## src/rtl/ahb_apb_bridge_core_if.sv

```systemverilog
// Bus bundle between an AHB master / APB slave environment and the bridge core.
//
// Handshake: an AHB address phase is a transfer when htrans is NONSEQ (10) or
// SEQ (11); it is taken on a rising hclk edge where hready_in is high.  The
// bridge lowers hr_readyout to stall, and while it is low the master keeps
// haddr, htrans, hwrite and the pending hwdata stable.  On the APB side every
// transfer is one setup cycle (psel != 0, penable = 0) followed by one enable
// cycle (penable = 1); prdata is returned through hr_data in the enable cycle.
interface ahb_apb_bridge_core_if;
    // AHB side, into the bridge
    logic        hwrite;
    logic        hready_in;
    logic [1:0]  htrans;
    logic [31:0] hwdata;
    logic [31:0] haddr;
    // APB side, into the bridge
    logic [31:0] prdata;
    // Bridge outputs
    logic        penable;
    logic        pwrite;
    logic        hr_readyout;
    logic [2:0]  psel;
    logic [1:0]  hresp;
    logic [31:0] paddr;
    logic [31:0] pwdata;
    logic [31:0] hr_data;

    // Bridge view
    modport slave (
        input  hwrite, hready_in, htrans, hwdata, haddr, prdata,
        output penable, pwrite, hr_readyout, psel, hresp, paddr, pwdata, hr_data
    );

    // Environment view (AHB master plus APB slave)
    modport master (
        output hwrite, hready_in, htrans, hwdata, haddr, prdata,
        input  penable, pwrite, hr_readyout, psel, hresp, paddr, pwdata, hr_data
    );
endinterface

```

## src/rtl/ahb_apb_bridge_core.sv

```systemverilog
// AHB-to-APB bridge core: AHB slave front end (address/data/direction
// pipeline, slave decode, transfer qualifier) and an APB controller FSM that
// turns each AHB transfer into an APB setup + enable pair.
module ahb_apb_bridge_core (
    input  logic                        hclk,
    input  logic                        hresetn,   // active-high synchronous reset
    ahb_apb_bridge_core_if.slave        bus,
    output logic [2:0]                  o_dbg_state,
    output logic                        o_dbg_hwrite_reg1,
    output logic [31:0]                 o_dbg_hwdata2
);

    typedef enum logic [2:0] {
        ST_IDLE     = 3'd0,
        ST_WWAIT    = 3'd1,
        ST_READ     = 3'd2,
        ST_WRITE    = 3'd3,
        ST_WRITEP   = 3'd4,
        ST_RENABLE  = 3'd5,
        ST_WENABLE  = 3'd6,
        ST_WENABLEP = 3'd7
    } state_t;

    state_t      r_state;

    logic [31:0] r_haddr1;
    logic [31:0] r_haddr2;
    logic [31:0] r_hwdata1;
    logic [31:0] r_hwdata2;
    logic        r_hwrite_reg;
    logic        r_hwrite_reg1;

    logic        r_penable;
    logic        r_pwrite;
    logic        r_hr_readyout;
    logic [2:0]  r_psel;
    logic [31:0] r_paddr;
    logic [31:0] r_pwdata;

    logic        w_valid;
    logic        w_in_range;
    logic [2:0]  w_temp_sel;

    // Address decode and transfer qualifier; three 64 MB slave windows from 0x8000_0000
    always_comb begin
        w_in_range = (bus.haddr >= 32'h8000_0000) && (bus.haddr < 32'h8C00_0000);
        w_valid    = bus.hready_in && bus.htrans[1] && w_in_range;
        w_temp_sel = 3'b000;
        case (bus.haddr[31:26])
            6'b100000: w_temp_sel = 3'b001;
            6'b100001: w_temp_sel = 3'b010;
            6'b100010: w_temp_sel = 3'b100;
            default:   w_temp_sel = 3'b000;
        endcase
    end

    // Two-deep pipeline of address, write data and direction
    always_ff @(posedge hclk) begin
        if (hresetn) begin
            r_haddr1      <= '0;
            r_haddr2      <= '0;
            r_hwdata1     <= '0;
            r_hwdata2     <= '0;
            r_hwrite_reg  <= 1'b0;
            r_hwrite_reg1 <= 1'b0;
        end else begin
            r_haddr1      <= bus.haddr;
            r_haddr2      <= r_haddr1;
            r_hwdata1     <= bus.hwdata;
            r_hwdata2     <= r_hwdata1;
            r_hwrite_reg  <= bus.hwrite;
            r_hwrite_reg1 <= r_hwrite_reg;
        end
    end

    // APB controller: next state and the registered APB/ready outputs it loads on leaving each state
    always_ff @(posedge hclk) begin
        if (hresetn) begin
            r_state       <= ST_IDLE;
            r_penable     <= 1'b0;
            r_pwrite      <= 1'b0;
            r_psel        <= 3'b000;
            r_paddr       <= '0;
            r_pwdata      <= '0;
            r_hr_readyout <= 1'b1;
        end else begin
            case (r_state)
                ST_IDLE, ST_RENABLE, ST_WENABLE: begin
                    if (w_valid && !bus.hwrite) begin
                        // Read goes straight to setup with the live address
                        r_state       <= ST_READ;
                        r_paddr       <= bus.haddr;
                        r_pwrite      <= 1'b0;
                        r_psel        <= w_temp_sel;
                        r_penable     <= 1'b0;
                        r_hr_readyout <= 1'b0;
                    end else begin
                        // Write waits one cycle for its data phase
                        r_state       <= w_valid ? ST_WWAIT : ST_IDLE;
                        r_psel        <= 3'b000;
                        r_penable     <= 1'b0;
                        r_hr_readyout <= 1'b1;
                    end
                end
                ST_WWAIT: begin
                    r_state       <= w_valid ? ST_WRITEP : ST_WRITE;
                    r_paddr       <= r_haddr1;
                    r_pwdata      <= bus.hwdata;
                    r_pwrite      <= 1'b1;
                    r_psel        <= w_temp_sel;
                    r_penable     <= 1'b0;
                    r_hr_readyout <= 1'b0;
                end
                ST_READ: begin
                    r_state       <= ST_RENABLE;
                    r_penable     <= 1'b1;
                    r_hr_readyout <= 1'b1;
                end
                ST_WRITE: begin
                    r_state       <= w_valid ? ST_WENABLEP : ST_WENABLE;
                    r_penable     <= 1'b1;
                    r_hr_readyout <= 1'b1;
                end
                ST_WRITEP: begin
                    r_state       <= ST_WENABLEP;
                    r_penable     <= 1'b1;
                    r_hr_readyout <= 1'b1;
                end
                ST_WENABLEP: begin
                    // Pipelined write: the pending transfer is two address phases back
                    if (!r_hwrite_reg) begin
                        r_state <= ST_READ;
                    end else begin
                        r_state <= w_valid ? ST_WRITEP : ST_WRITE;
                    end
                    r_paddr       <= r_haddr2;
                    r_pwdata      <= bus.hwdata;
                    r_pwrite      <= bus.hwrite;
                    r_psel        <= w_temp_sel;
                    r_penable     <= 1'b0;
                    r_hr_readyout <= 1'b0;
                end
                default: begin
                    r_state <= ST_IDLE;
                end
            endcase
        end
    end

    assign bus.penable     = r_penable;
    assign bus.pwrite      = r_pwrite;
    assign bus.hr_readyout = r_hr_readyout;
    assign bus.psel        = r_psel;
    assign bus.paddr       = r_paddr;
    assign bus.pwdata      = r_pwdata;
    assign bus.hresp       = 2'b00;
    assign bus.hr_data     = bus.prdata;

    assign o_dbg_state       = r_state;
    assign o_dbg_hwrite_reg1 = r_hwrite_reg1;
    assign o_dbg_hwdata2     = r_hwdata2;

endmodule

```

## src/flat_wrapper.sv

```systemverilog
// flat-port wrapper written by rule: the top's interface ports become plain ports
module ahb_apb_bridge_core_flat 
  (hclk, hresetn, o_dbg_state, o_dbg_hwrite_reg1, o_dbg_hwdata2, bus_hwrite, bus_hready_in, bus_htrans, bus_hwdata, bus_haddr, bus_prdata, bus_penable, bus_pwrite, bus_hr_readyout, bus_psel, bus_hresp, bus_paddr, bus_pwdata, bus_hr_data);
  ahb_apb_bridge_core_if bus_i ();
  input  logic hclk;
  input  logic hresetn;
  output logic [2:0] o_dbg_state;
  output logic o_dbg_hwrite_reg1;
  output logic [31:0] o_dbg_hwdata2;
  input wire logic [$bits(bus_i.hwrite)-1:0] bus_hwrite;
  input wire logic [$bits(bus_i.hready_in)-1:0] bus_hready_in;
  input wire logic [$bits(bus_i.htrans)-1:0] bus_htrans;
  input wire logic [$bits(bus_i.hwdata)-1:0] bus_hwdata;
  input wire logic [$bits(bus_i.haddr)-1:0] bus_haddr;
  input wire logic [$bits(bus_i.prdata)-1:0] bus_prdata;
  output wire logic [$bits(bus_i.penable)-1:0] bus_penable;
  output wire logic [$bits(bus_i.pwrite)-1:0] bus_pwrite;
  output wire logic [$bits(bus_i.hr_readyout)-1:0] bus_hr_readyout;
  output wire logic [$bits(bus_i.psel)-1:0] bus_psel;
  output wire logic [$bits(bus_i.hresp)-1:0] bus_hresp;
  output wire logic [$bits(bus_i.paddr)-1:0] bus_paddr;
  output wire logic [$bits(bus_i.pwdata)-1:0] bus_pwdata;
  output wire logic [$bits(bus_i.hr_data)-1:0] bus_hr_data;
  assign bus_i.hwrite = bus_hwrite;
  assign bus_i.hready_in = bus_hready_in;
  assign bus_i.htrans = bus_htrans;
  assign bus_i.hwdata = bus_hwdata;
  assign bus_i.haddr = bus_haddr;
  assign bus_i.prdata = bus_prdata;
  assign bus_penable = bus_i.penable;
  assign bus_pwrite = bus_i.pwrite;
  assign bus_hr_readyout = bus_i.hr_readyout;
  assign bus_psel = bus_i.psel;
  assign bus_hresp = bus_i.hresp;
  assign bus_paddr = bus_i.paddr;
  assign bus_pwdata = bus_i.pwdata;
  assign bus_hr_data = bus_i.hr_data;
  ahb_apb_bridge_core u_core (.hclk(hclk), .hresetn(hresetn), .bus(bus_i), .o_dbg_state(o_dbg_state), .o_dbg_hwrite_reg1(o_dbg_hwrite_reg1), .o_dbg_hwdata2(o_dbg_hwdata2));
endmodule
```

## config.mk

```make
export PLATFORM = sky130hd
export DESIGN_NAME = ahb_apb_bridge_core_flat
export DESIGN_NICKNAME = d
export VERILOG_FILES = /design/src/rtl/ahb_apb_bridge_core_if.sv /design/src/rtl/ahb_apb_bridge_core.sv /design/src/flat_wrapper.sv
export SDC_FILE = /design/constraint.sdc
export NUM_CORES = 1
export LEC_CHECK = 0
export ABC_AREA = 1
export CAP_MARGIN = 20
export CORE_UTILIZATION = 49
export CTS_CLUSTER_SIZE = 8
export DETAILED_ROUTE_END_ITERATION = 10
export PLACE_DENSITY = 0.85
export SLEW_MARGIN = 20
export SYNTH_ARGS = -nofsm -noshare
export SYNTH_HDL_FRONTEND = slang
export SYNTH_SLANG_ARGS = --single-unit
```

## constraint.sdc

```tcl
create_clock -name hclk -period 2.3 [get_ports hclk]
set_input_delay 0.345 -clock hclk [delete_from_list [all_inputs] [get_ports hclk]]
set_output_delay 0.345 -clock hclk [all_outputs]
set_load 0.01 [all_outputs]
```

Word-level counts from Yosys, hierarchy flattened

Cells that the tools add are included.

Bits in registers: 203
Output and inout port bits: 140

Magnitude comparators: 2
Eq/ne operators: 11
Multiplexer cells: 16
Reductions and logical operators: 13

Operators by type and width:

| cell                                                 | number |
|---|---|
| case mux 32 bit (3 select lines)                     | 1 |
| >= comparator 32 bit (second input constant)         | 1 |
| less-than comparator 32 bit (second input constant)  | 1 |
| 2-to-1 mux 32 bit                                    | 1 |
| equality test 6 bit (second input constant)          | 3 |
| case mux 3 bit (6 select lines)                      | 1 |
| equality test 3 bit (second input constant)          | 4 |
| 2-to-1 mux 3 bit                                     | 4 |
| case mux 3 bit (3 select lines)                      | 1 |
| equality test 3 x 2 -> 1 bit (second input constant) | 2 |
| case mux 1 bit (3 select lines)                      | 2 |
| case mux 3 bit (2 select lines)                      | 1 |
| OR reduction 3 bit                                   | 2 |
| OR reduction 5 bit                                   | 1 |
| logical AND 1 bit                                    | 4 |
| 2-to-1 mux 1 bit                                     | 4 |
| equality test 3 x 1 -> 1 bit (second input constant) | 1 |
| logical NOT 3 bit                                    | 1 |
| nonzero test 3 bit                                   | 1 |
| != test 2 x 1 -> 1 bit (second input constant)       | 1 |
| case mux 1 bit (2 select lines)                      | 1 |
| AND reduction 2 bit                                  | 1 |
| nonzero test 2 bit                                   | 1 |
| OR reduction 2 bit                                   | 1 |
| logical NOT 1 bit                                    | 1 |

Depth between registers and ports, before layout

Gate-level depths: netlist (run 1).

Depth in word-level cells: 6
Gate-level depth with buffers: 11
Depth with buffers taken out: 10

Least setup slack after synthesis (run 1)

No wires, ideal clock.

Path kind: reg-to-reg
Start point: reg u_core.r_state[1] (netlist: u_core.o_dbg_state[1])
End point: reg u_core.r_pwdata[11] (netlist: u_core.bus.pwdata[11])
Arrival time: 1.243 ns
Slack: 0.929 ns
Stages on the path, launching flop included: 6
Clock period less this slack: 1.371 ns
Cell sequence: dfxtp_1 nand3_1 nand2_1 buf_2 clkbuf_1 a21oi_1

Word-level cells in the longest chain between the ends: 2
Elaborated cells between the ends (all ways): 3
Those cells by class: eq/ne (2); reduce/logical (1)

RTL lines:

| element                                                             | RTL line                   | text |
|---|---|---|
| start, declared                                                     | ahb_apb_bridge_core.sv:24  | `state_t r_state;` |
| start signal, assigned                                              | ahb_apb_bridge_core.sv:99  | `r_state <= w_valid ? ST_WWAIT : ST_IDLE;` |
| start signal, assigned                                              | ahb_apb_bridge_core.sv:106 | `r_state <= w_valid ? ST_WRITEP : ST_WRITE;` |
| start signal, assigned                                              | ahb_apb_bridge_core.sv:120 | `r_state <= w_valid ? ST_WENABLEP : ST_WENABLE;` |
| equality test 3 x 1 -> 1 bit or equality test 3 bit (tied branches) | ahb_apb_bridge_core.sv:87  | `case (r_state)` |
| OR reduction 2 bit (no line) *                                      | --                         |  |
| end signal, assigned                                                | ahb_apb_bridge_core.sv:108 | `r_pwdata <= bus.hwdata;` |
| end signal, assigned                                                | ahb_apb_bridge_core.sv:137 | `r_pwdata <= bus.hwdata;` |
| end, declared                                                       | ahb_apb_bridge_core.sv:38  | `logic [31:0] r_pwdata;` |

Mark *: on every way between the ends. The rest lies on a longest branch, timed or not.
A chain may end at the register's enable or synchronous reset.

Final worst setup path (run 1)

Start point: reg u_core.r_state[1] (netlist: u_core.o_dbg_state[1])
End point: out o_dbg_state[1]

RTL lines:

| element       | RTL line          | text |
|---|---|---|
| end, declared | flat_wrapper.sv:7 | `output logic [2:0] o_dbg_state;` |

No word-level cell between the ends.

==> results of run 1 <==
cell type report:
| type | instances | share of cell area, % |
|---|---|---|
| clock inverters | 2 | 0.170 |
| repair buffers | 187 | 19.5 |
| inverters | 139 | 5.45 |
| multi-input cells | 526 | 22.5 |
| flip-flops and latches | 203 | 42.4 |
| clock buffers | 29 | 7.57 |
| well taps | 184 | 2.40 |
placed cells by master (no fill, tap or decap), types with 11 or more instances in the layout:
| cell | instances |
|---|---|
| buf_4 | 11 |
| clkbuf_16 | 29 |
| a21oi_1 | 42 |
| nor2_1 | 250 |
| clkdlybuf4s50_1 | 173 |
| inv_1 | 134 |
| o21ai_0 | 39 |
| dfxtp_1 | 203 |
| nand3_1 | 41 |
| nand2_1 | 143 |
metal layers:
metal / global-route usage, % / up-vias / share of wire (%)
li1: - / 3050 / -
met1: 26.0 / 2716 / 43
met2: 37.4 / 176 / 49
met3: 3.87 / 34 / 5.5
met4: 8.13 / 0 / 2.4
met5: 0 / - / 0
worst max path at each step:
stage	from	end	slack [ns]	cells after the start
floorplan	u_core.o_dbg_state[1]	u_core.bus.pwdata[11]	0.93	5
global placement	bus_haddr[26]	u_core.bus.paddr[1]	0.19	10
detailed placement	bus_haddr[31]	u_core.bus.paddr[20]	0.12	9
CTS	u_core.o_dbg_state[1]	o_dbg_state[1]	0.38	1
global route	u_core.o_dbg_state[0]	u_core.bus.paddr[3]	0.22	10
finish	u_core.o_dbg_state[1]	o_dbg_state[1]	0.37	1
per-stage QoR:
step	power [mW]	instances	area [µm²]	util, %	setup WS [ns]
after CTS	9.85	1270	9590	66.2	0.376
after global routing	10.3	1270	9590	66.2	0.217
after global placement	6.21	1239	8850	61.1	0.190
final	9.79	1270	9590	66.2	0.375
after floorplan	5.57	949	7230	-	0.929
after detailed placement	6.27	1239	8850	61.1	0.120
cells by family after synthesis:
group,count (synthesis),synth area share [%]
and+or+nand+nor,440,23.8
DFF,203,56.2
buffers and inverters,220,14.0
AOI/OAI and AO/OA,84,5.92
other,1,0.0519
power groups by stage:
stage	sequential, mW	clock (mW)	combinational, mW
after detailed placement	4.00	0	2.27
after CTS	3.94	3.63	2.29
final	3.94	3.57	2.28
after floorplan	4.07	0	1.50
after global routing	3.96	3.78	2.58
after global placement	3.99	0	2.22
==> results.ini, run 1 <==
[outcome]
outcome = completed

[global_route]
grt_max_degree = 61
overflow = 0
grt_pass1_wl_um = 25900
grt.total_usage_pct = 21.4
antenna_found_initial = 0
first_global_vias = 5473

[synth]
syn_area_per_cell_um2 = 7.63
synth_top_area_cell = dfxtp_1
synth_common_cells = 250 x nor2_1, 203 x dfxtp_1, 144 x nand2_1, 135 x inv_1, 42 x a21oi_1
synthesis.area_um2 = 7230
ys_async_sr_fraction_pct = 0
yosysWarnings = 0
syn_inst = 948
yosysTopAreaCellShare_pct = 56.2
synth-edff-count = 0
synth-seq-area-share_pct = 56.2
ys_ff_latch = 203
yosysMostFrequentCell = nor2_1
netlist_top_cells_area = dfxtp_1 56%, nor2_1 13%, nand2_1 7.5%
ys_types = 21
synthFlopType = dfxtp_1

[setup_path]
reg2reg_slack_ns = 0.43
worst_r2r_endpoint = u_core.bus.paddr[26]
max_stage_delay_ns = 0.62
end_kind = output port
worstSetupPathType = reg -> out
cp_top_family = buffers and inverters
crit_fanout = 6
crit_chain = clkdlybuf4s50_1
startpoint_type = flop
arrival_ns = 1.58
path_buf_inv = 1
r2r_start = u_core.o_dbg_state[0]
crit_slowest_cell = clkdlybuf4s50_1
worstRegToRegCells = 8
critical_path_required_ns = 1.96

[route]
vias = 5976
wl_per_cell_um = 12.9
first_pass_iters = 8
final_antenna_net_count = 0
drc = 0
postRouteWirelength_um = 16300
via_per_inst = 4.71
drt-initial-drc-count = 314

[sta]
rsz0062_at_grt = no
setup_tns_ns = 0
clock_skew_ns = 0.00969
fmax_mhz = 519
whs_ns = 0.216
relSlewSlack_pct = 61.1
finalHoldViolations = 0
slew_violations = 0
tightest_slew_ns = 0.583
timing.final.crit_share_pct = 83.7
finalSetupViolCount = 0
period_needed_ns = 1.93

[power]
p_sw_mw = 2.88
p_int_mw = 6.91
cellPowerDensity_nw_per_um2 = 1020
power_frac_comb_pct = 23.3
clock_power_share_pct = 36.5
seqPwrFrac_pct = 40.2
switching_share_pct = 29.4
ir_drop_mv = 0.567
leakagePower_nw = 4.34

[layout]
area_growth_pct = 32.7
n_fill_cell = 1193
layout-drive-gt1-share_pct = 4.97
multiInputGateArea_um2 = 2160
nets = 1188
diodes = 0
regArea_um2 = 4060

[min_path]
hold_depth = 2
hp-start = hresetn
hold_end = u_core.r_haddr2[22]
holdCritPathClass = in -> reg

[cts]
cts_hold_buf = 0
numCtsBuffers = 29
clk_pin_slew_ns = 0.05
worstSkewPairLatency_ns = 0.51
clock-sinks = 203
cts_setup_buffers = 0
htreeDepth = 1
cts_tree = done
clk_path_buf_depth = 3
cts.repair.resized = 0
root_buffer = clkbuf_16

[floorplan]
core_area_um2 = 14500
dieArea_um2 = 15200
fp.dieW_um = 123
rows = 44
ioPinCount = 242
die_h_um = 123
start_util_pct = 49.9

[placed_design]
globalplace.congestion = 0.885
portBuffers = 174
dpl.hpwl_um = 10400

[flow_run]
maxCapViolCount = 0

Power figures use the tool's default switching activity.
==> run 2, diff against run 1 <==
--- a/config.mk
+++ b/config.mk
@@ -7,10 +7,10 @@
 export LEC_CHECK = 0
 export ABC_AREA = 1
 export CAP_MARGIN = 20
-export CORE_UTILIZATION = 49
+export CORE_UTILIZATION = 41
 export CTS_CLUSTER_SIZE = 8
 export DETAILED_ROUTE_END_ITERATION = 10
-export PLACE_DENSITY = 0.85
+export PLACE_DENSITY = 0.76
 export SLEW_MARGIN = 20
 export SYNTH_ARGS = -nofsm -noshare
 export SYNTH_HDL_FRONTEND = slang
==> constraint.sdc (replaced) <==
create_clock -name hclk -period 1.67 [get_ports hclk]
set_input_delay 0.2505 -clock hclk [delete_from_list [all_inputs] [get_ports hclk]]
set_output_delay 0.2505 -clock hclk [all_outputs]
set_load 0.01 [all_outputs]
==> results.ini, run 2 (synthesis results as in run 1) <==
[global_route]
overflow = 0  ; unchanged
first_global_vias = 5488  ; was 5,473
grt_pass1_wl_um = 26900  ; was 25,900 µm
grt_max_degree = 53  ; was 61
antenna_found_initial = 0  ; unchanged
grt.total_usage_pct = 18.5  ; was 21.4%

[cts]
clock-sinks = 203  ; unchanged
clk_path_buf_depth = 3  ; unchanged
worstSkewPairLatency_ns = 0.53  ; was 0.51 ns
root_buffer = clkbuf_16  ; unchanged
numCtsBuffers = 29  ; unchanged
cts_tree = done  ; unchanged
htreeDepth = 1  ; unchanged
clk_pin_slew_ns = 0.05  ; about the same

[floorplan]
dieArea_um2 = 18200  ; was 15,200 µm²
fp.dieW_um = 135  ; was 123 µm
rows = 48  ; was 44
core_area_um2 = 17200  ; was 14,500 µm²
start_util_pct = 41.9  ; was 49.9%
ioPinCount = 242  ; unchanged
die_h_um = 135  ; was 123 µm

[sta]
fmax_mhz = 605
finalSetupViolCount = 0  ; unchanged
whs_ns = 0.0489  ; was 0.216 ns
clock_skew_ns = 0.0202  ; was 0.00969 ns
period_needed_ns = 1.65
timing.final.crit_share_pct = 99.0
finalHoldViolations = 0  ; unchanged
slew_violations = 0  ; unchanged

[route]
wl_per_cell_um = 12.9  ; about the same
first_pass_iters = 4  ; was 8
via_per_inst = 4.43  ; was 4.71
postRouteWirelength_um = 17100  ; was 16,300 µm
vias = 5886  ; was 5,976
drt-initial-drc-count = 305  ; was 314
drc = 0  ; unchanged
final_antenna_net_count = 0  ; unchanged

[power]
p_int_mw = 9.81  ; was 6.91 mW
clock_power_share_pct = 35.3  ; was 36.5%
total_power_mw = 13.9  ; was 9.79 mW
leakagePower_nw = 5.17  ; was 4.34 nW
power_frac_comb_pct = 25.7  ; was 23.3%
switching_share_pct = 29.5  ; was 29.4%
p_sw_mw = 4.10  ; was 2.88 mW
ir_drop_mv = 0.873  ; was 0.567 mV
cellPowerDensity_nw_per_um2 = 1400  ; was 1020 nW/µm²
seqPwrFrac_pct = 39.1  ; was 40.2%

[placed_design]
dpl.hpwl_um = 11200  ; was 10,400 µm
globalplace.congestion = 0.831  ; was 0.885
post_dp_cell_area_um2 = 9110  ; was 8850 µm²
dp.cells = 1298  ; was 1,239
portBuffers = 174  ; unchanged

[layout]
fin_util_pct = 57.6  ; was 66.2%
layout_common_cells = 250 x nor2_1, 201 x dfxtp_1, 142 x nand2_1  ; was 250 x nor2_1, 203 x dfxtp_1, 173 x clkdlybuf4s50_1
layout-drive-gt1-share_pct = 6.88  ; was 4.97%
stdcell_area_um2 = 9920  ; was 9590 µm²
diodes = 0  ; unchanged
nets = 1206  ; was 1,188
finalNonFillerCells = 1329  ; was 1,270
layout_commonest_cell = nor2_1  ; unchanged
area_growth_pct = 37.2  ; was 32.7%

[setup_path]
max_stage_delay_ns = 0.54  ; was 0.62 ns
arrival_ns = 1.40  ; was 1.58 ns
cp_top_family = buffers and inverters  ; unchanged
end_kind = output port  ; unchanged
crit_fanout = 2  ; was 6
worstSetupPathType = reg -> out  ; unchanged
crit_chain = clkdlybuf4s50_1  ; unchanged
crit_slowest_cell = clkdlybuf4s50_1  ; unchanged
critical_path_required_ns = 1.42  ; was 1.96 ns
path_buf_inv = 1  ; unchanged
startpoint_type = flop  ; unchanged
worstRegToRegCells = 7  ; was 8
crit_cells = 1  ; unchanged

[min_path]
hold_depth = 2  ; unchanged
holdCritPathClass = in -> reg  ; unchanged

[outcome]
outcome = completed  ; unchanged

[flow_run]
maxCapViolCount = 0  ; unchanged

==> run 2: cell count changes in the layout (fill, tap and decap cells not counted), sizes merged <==
| cell | before | now |
|---|---|---|
| buf | 14 | 32 |
| dlygate4sd2 | 0 | 24 |
| clkdlybuf4s50 | 173 | 115 |
| dlymetal6s2s | 0 | 34 |
==> run 2: final timing paths <==
check                         from                        to  slack, ns
max           u_core.bus.paddr[12]             bus_paddr[12]       0.02
min                        hresetn     u_core.o_dbg_state[2]       0.05
max reg2reg  u_core.o_dbg_state[2]     u_core.bus.pwdata[17]       0.13
min reg2reg   u_core.r_hwdata1[10]  u_core.o_dbg_hwdata2[10]       0.40
==> run 2: repair_timing <==
action	in CTS	in global routing
buffers inserted	0	0
endpoints found under the setup margin	24	55
gates resized for setup	26	37
hold buffers	0	0
==> run 2: per-layer routing <==
metal	vias up	track usage [%]	part of all wire (%)
met1	2646	23.6	44
met5	-	0	0
li1	3076	-	-
met3	27	3.98	5.1
met4	0	6.87	2.1
met2	137	30.6	49
==> run 2: power groups by stage <==
stage	registers, mW	clock network [mW]	logic (mW)
4_1_cts	5.43	5.01	3.59
3_5_place_dp	5.52	0	3.62
6_report	5.43	4.90	3.57
2_1_floorplan	5.60	0	2.06
3_3_place_gp	5.51	0	3.54
5_1_grt	5.46	5.22	3.97
==> run 2: final cells by class <==
| cell class | instances | area (µm²) |
|---|---|---|
| Clock buffer | 29 | 726 |
| Fill cell | 1582 | 7310 |
| Multi-Input combinational cell | 526 | 2170 |
| Clock inverter | 2 | 16.3 |
| Sequential cell | 203 | 4070 |
| Timing Repair Buffer | 205 | 2140 |
| Tap cell | 225 | 282 |
| Inverter | 139 | 523 |
==> run 2: through the flow <==
stage | setup TNS, ns | worst slack [ns]
6_report | 0 | 0.0169
5_1_grt | -0.0224 | -0.0126
4_1_cts | 0 | 0.000268
3_5_place_dp | -5.73 | -0.208
3_3_place_gp | -3.65 | -0.125
2_1_floorplan | 0 | 0.299
==> run 3, diff against run 2 <==
--- a/config.mk
+++ b/config.mk
@@ -11,6 +11,7 @@
 export CTS_CLUSTER_SIZE = 8
 export DETAILED_ROUTE_END_ITERATION = 10
 export PLACE_DENSITY = 0.76
+export REMOVE_ABC_BUFFERS = 1
 export SLEW_MARGIN = 20
 export SYNTH_ARGS = -nofsm -noshare
 export SYNTH_HDL_FRONTEND = slang
==> constraint.sdc (replaced) <==
create_clock -name hclk -period 1.67 [get_ports hclk]
set_input_delay 0.2505 -clock hclk [delete_from_list [all_inputs] [get_ports hclk]]
set_output_delay 0.2505 -clock hclk [all_outputs]
set_load 0.05 [all_outputs]
==> results.ini, run 3 (synthesis results as in run 1) <==
[route]
postRouteWirelength_um = 17300  ; was 17,100 µm
wl_per_cell_um = 13.0  ; was 12.9 µm
drt-initial-drc-count = 236  ; was 305
drc = 0  ; unchanged
vias = 5994  ; was 5,886
final_antenna_net_count = 0  ; unchanged
via_per_inst = 4.51  ; was 4.43
first_pass_iters = 4  ; unchanged

[placed_design]
place_ws_ns = -0.0937  ; was -0.208 ns
dp.cells = 1299  ; was 1,298
portBuffers = 174  ; unchanged
dpl.hpwl_um = 11500  ; was 11,200 µm
globalplace.congestion = 0.796  ; was 0.831

[cts]
clock-sinks = 203  ; unchanged
clk_path_buf_depth = 3  ; unchanged
cts_tree = done  ; unchanged
htreeDepth = 1  ; unchanged
numCtsBuffers = 29  ; unchanged
cts_setup_buffers = 0  ; unchanged
root_buffer = clkbuf_16  ; unchanged
clk_pin_slew_ns = 0.05  ; about the same
worstSkewPairLatency_ns = 0.51  ; was 0.53 ns
cts_hold_buf = 0  ; unchanged

[setup_path]
cp_top_family = simple AND/OR/NAND/NOR gates  ; was buffers and inverters
arrival_ns = 1.92  ; was 1.40 ns
startpoint_type = flop  ; unchanged
max_stage_delay_ns = 0.45  ; was 0.54 ns
worstRegToRegCells = 9  ; was 7
critical_path_required_ns = 2.07  ; was 1.42 ns
crit_chain = buf_4 -> nand2_1 -> nand2_1 -> nand2_2 -> nand2_2 -> clkinv_2 -> buf_4 -> nor2_1 -> nor2_1  ; was clkdlybuf4s50_1
worstSetupPathType = reg -> reg  ; was reg -> out
path_buf_inv = 3  ; was 1
crit_fanout = 7  ; was 2
crit_slowest_cell = dfxtp_1  ; was clkdlybuf4s50_1
end_kind = flop  ; was output port
crit_cells = 9  ; was 1

[floorplan]
rows = 48  ; unchanged
die_h_um = 135  ; unchanged
dieArea_um2 = 18200  ; unchanged
ioPinCount = 242  ; unchanged
core_area_um2 = 17200  ; unchanged
fp.dieW_um = 135  ; unchanged
start_util_pct = 41.9  ; unchanged

[sta]
rsz0062_at_grt = no
finalHoldViolations = 0  ; unchanged
setup_slack_ns = 0.152  ; was 0.0169 ns
fmax_mhz = 659  ; was 605 MHz
finalSetupViolCount = 0  ; unchanged
setup_tns_ns = 0  ; unchanged
timing.final.crit_share_pct = 90.9  ; was 99.0%
period_needed_ns = 1.52  ; was 1.65 ns
clock_skew_ns = 0.00903  ; was 0.0202 ns
slew_violations = 0  ; unchanged

[power]
cellPowerDensity_nw_per_um2 = 1510  ; was 1400 nW/µm²
ir_drop_mv = 0.801  ; was 0.873 mV
leakagePower_nw = 4.66  ; was 5.17 nW
total_power_mw = 14.5  ; was 13.9 mW

[layout]
area_growth_pct = 32.8  ; was 37.2%
layout-drive-gt1-share_pct = 16.4  ; was 6.88%
layout_commonest_cell = nor2_1  ; unchanged
finalNonFillerCells = 1329  ; unchanged
diodes = 0  ; unchanged
n_fill_cell = 1570  ; was 1,582
nets = 1207  ; was 1,206
multiInputGateArea_um2 = 2170  ; about the same
regArea_um2 = 4070  ; unchanged
fin_util_pct = 55.7  ; was 57.6%
layout_common_cells = 250 x nor2_1, 201 x dfxtp_1, 143 x nand2_1  ; was 250 x nor2_1, 201 x dfxtp_1, 142 x nand2_1

[min_path]
hold_depth = 2  ; unchanged
holdCritPathClass = in -> reg  ; unchanged

[global_route]
grt_util_met3_pct = 8.30  ; was 3.98%
use_met1_pct = 24.3  ; was 23.6%
grt_max_degree = 53  ; unchanged
first_global_vias = 5525  ; was 5,488
overflow = 0  ; unchanged
antenna_found_initial = 0  ; unchanged
use_met2_pct = 28.6  ; was 30.6%
grt.total_usage_pct = 18.9  ; was 18.5%
grt_pass1_wl_um = 27200  ; was 26,900 µm
grt-busiest-layer = met2  ; unchanged

[flow_run]
maxCapViolCount = 0  ; unchanged

[outcome]
outcome = completed  ; unchanged

run 3: power breakdown:
group	internal, mW	total, mW	switching, mW
logic	1.48	4.20	2.72
registers	5.25	5.43	0.178
clock network	3.01	4.87	1.86
total	9.74	14.5	4.76
run 3: worst reg2reg max path: stages, from the launching register on:
cell	delay (ns)
dfxtp_1	0.45
buf_4	0.18
nand2_1	0.09
nand2_1	0.11
nand2_2	0.10
nand2_2	0.09
clkinv_2	0.08
buf_4	0.17
nor2_1	0.10
nor2_1	0.06
run 3: final cells by class:
class	instances	area share, %
Tap cell	225	2.93
Clock buffer	29	7.56
Inverter	139	5.45
Multi-Input combinational cell	526	22.6
Timing Repair Buffer	206	19.0
Sequential cell	203	42.3
Clock inverter	1	0.0782
run 3: per-layer routing:
layer / routed length [µm] / vias up
met5: 41 / -
met3: 1950 / 22
li1: - / 3081
met4: 201 / 2
met1: 7660 / 2668
met2: 7430 / 221
run 3: stage by stage:
| stage | hold slack (ns) | area [µm²] |
|---|---|---|
| finish | 0.0845 | 9600 |
| global route | 0.0943 | 9600 |
| CTS | 0.0714 | 9600 |
| detailed placement | 0.393 | 8860 |
| global placement | 0.388 | 8860 |
| floorplan | 0.320 | 6740 |
run 3: final timing paths:
| kind | from | endpoint | slack (ns) |
|---|---|---|---|
| worst min-delay path | hresetn | u_core.r_haddr2[3] | 0.08 |
| worst max register to register | u_core.o_dbg_state[2] | u_core.bus.paddr[11] | 0.15 |
| worst max-delay path | u_core.o_dbg_state[2] | u_core.bus.paddr[11] | 0.15 |
| worst min register to register | u_core.r_hwdata1[5] | u_core.o_dbg_hwdata2[5] | 0.40 |
run 3: repair_timing:
| action | in CTS | in global routing |
|---|---|---|
| hold endpoints to repair | 0 | 0 |
| gates resized for setup | 0 | 3 |
| endpoints found under the setup margin | 0 | 26 |
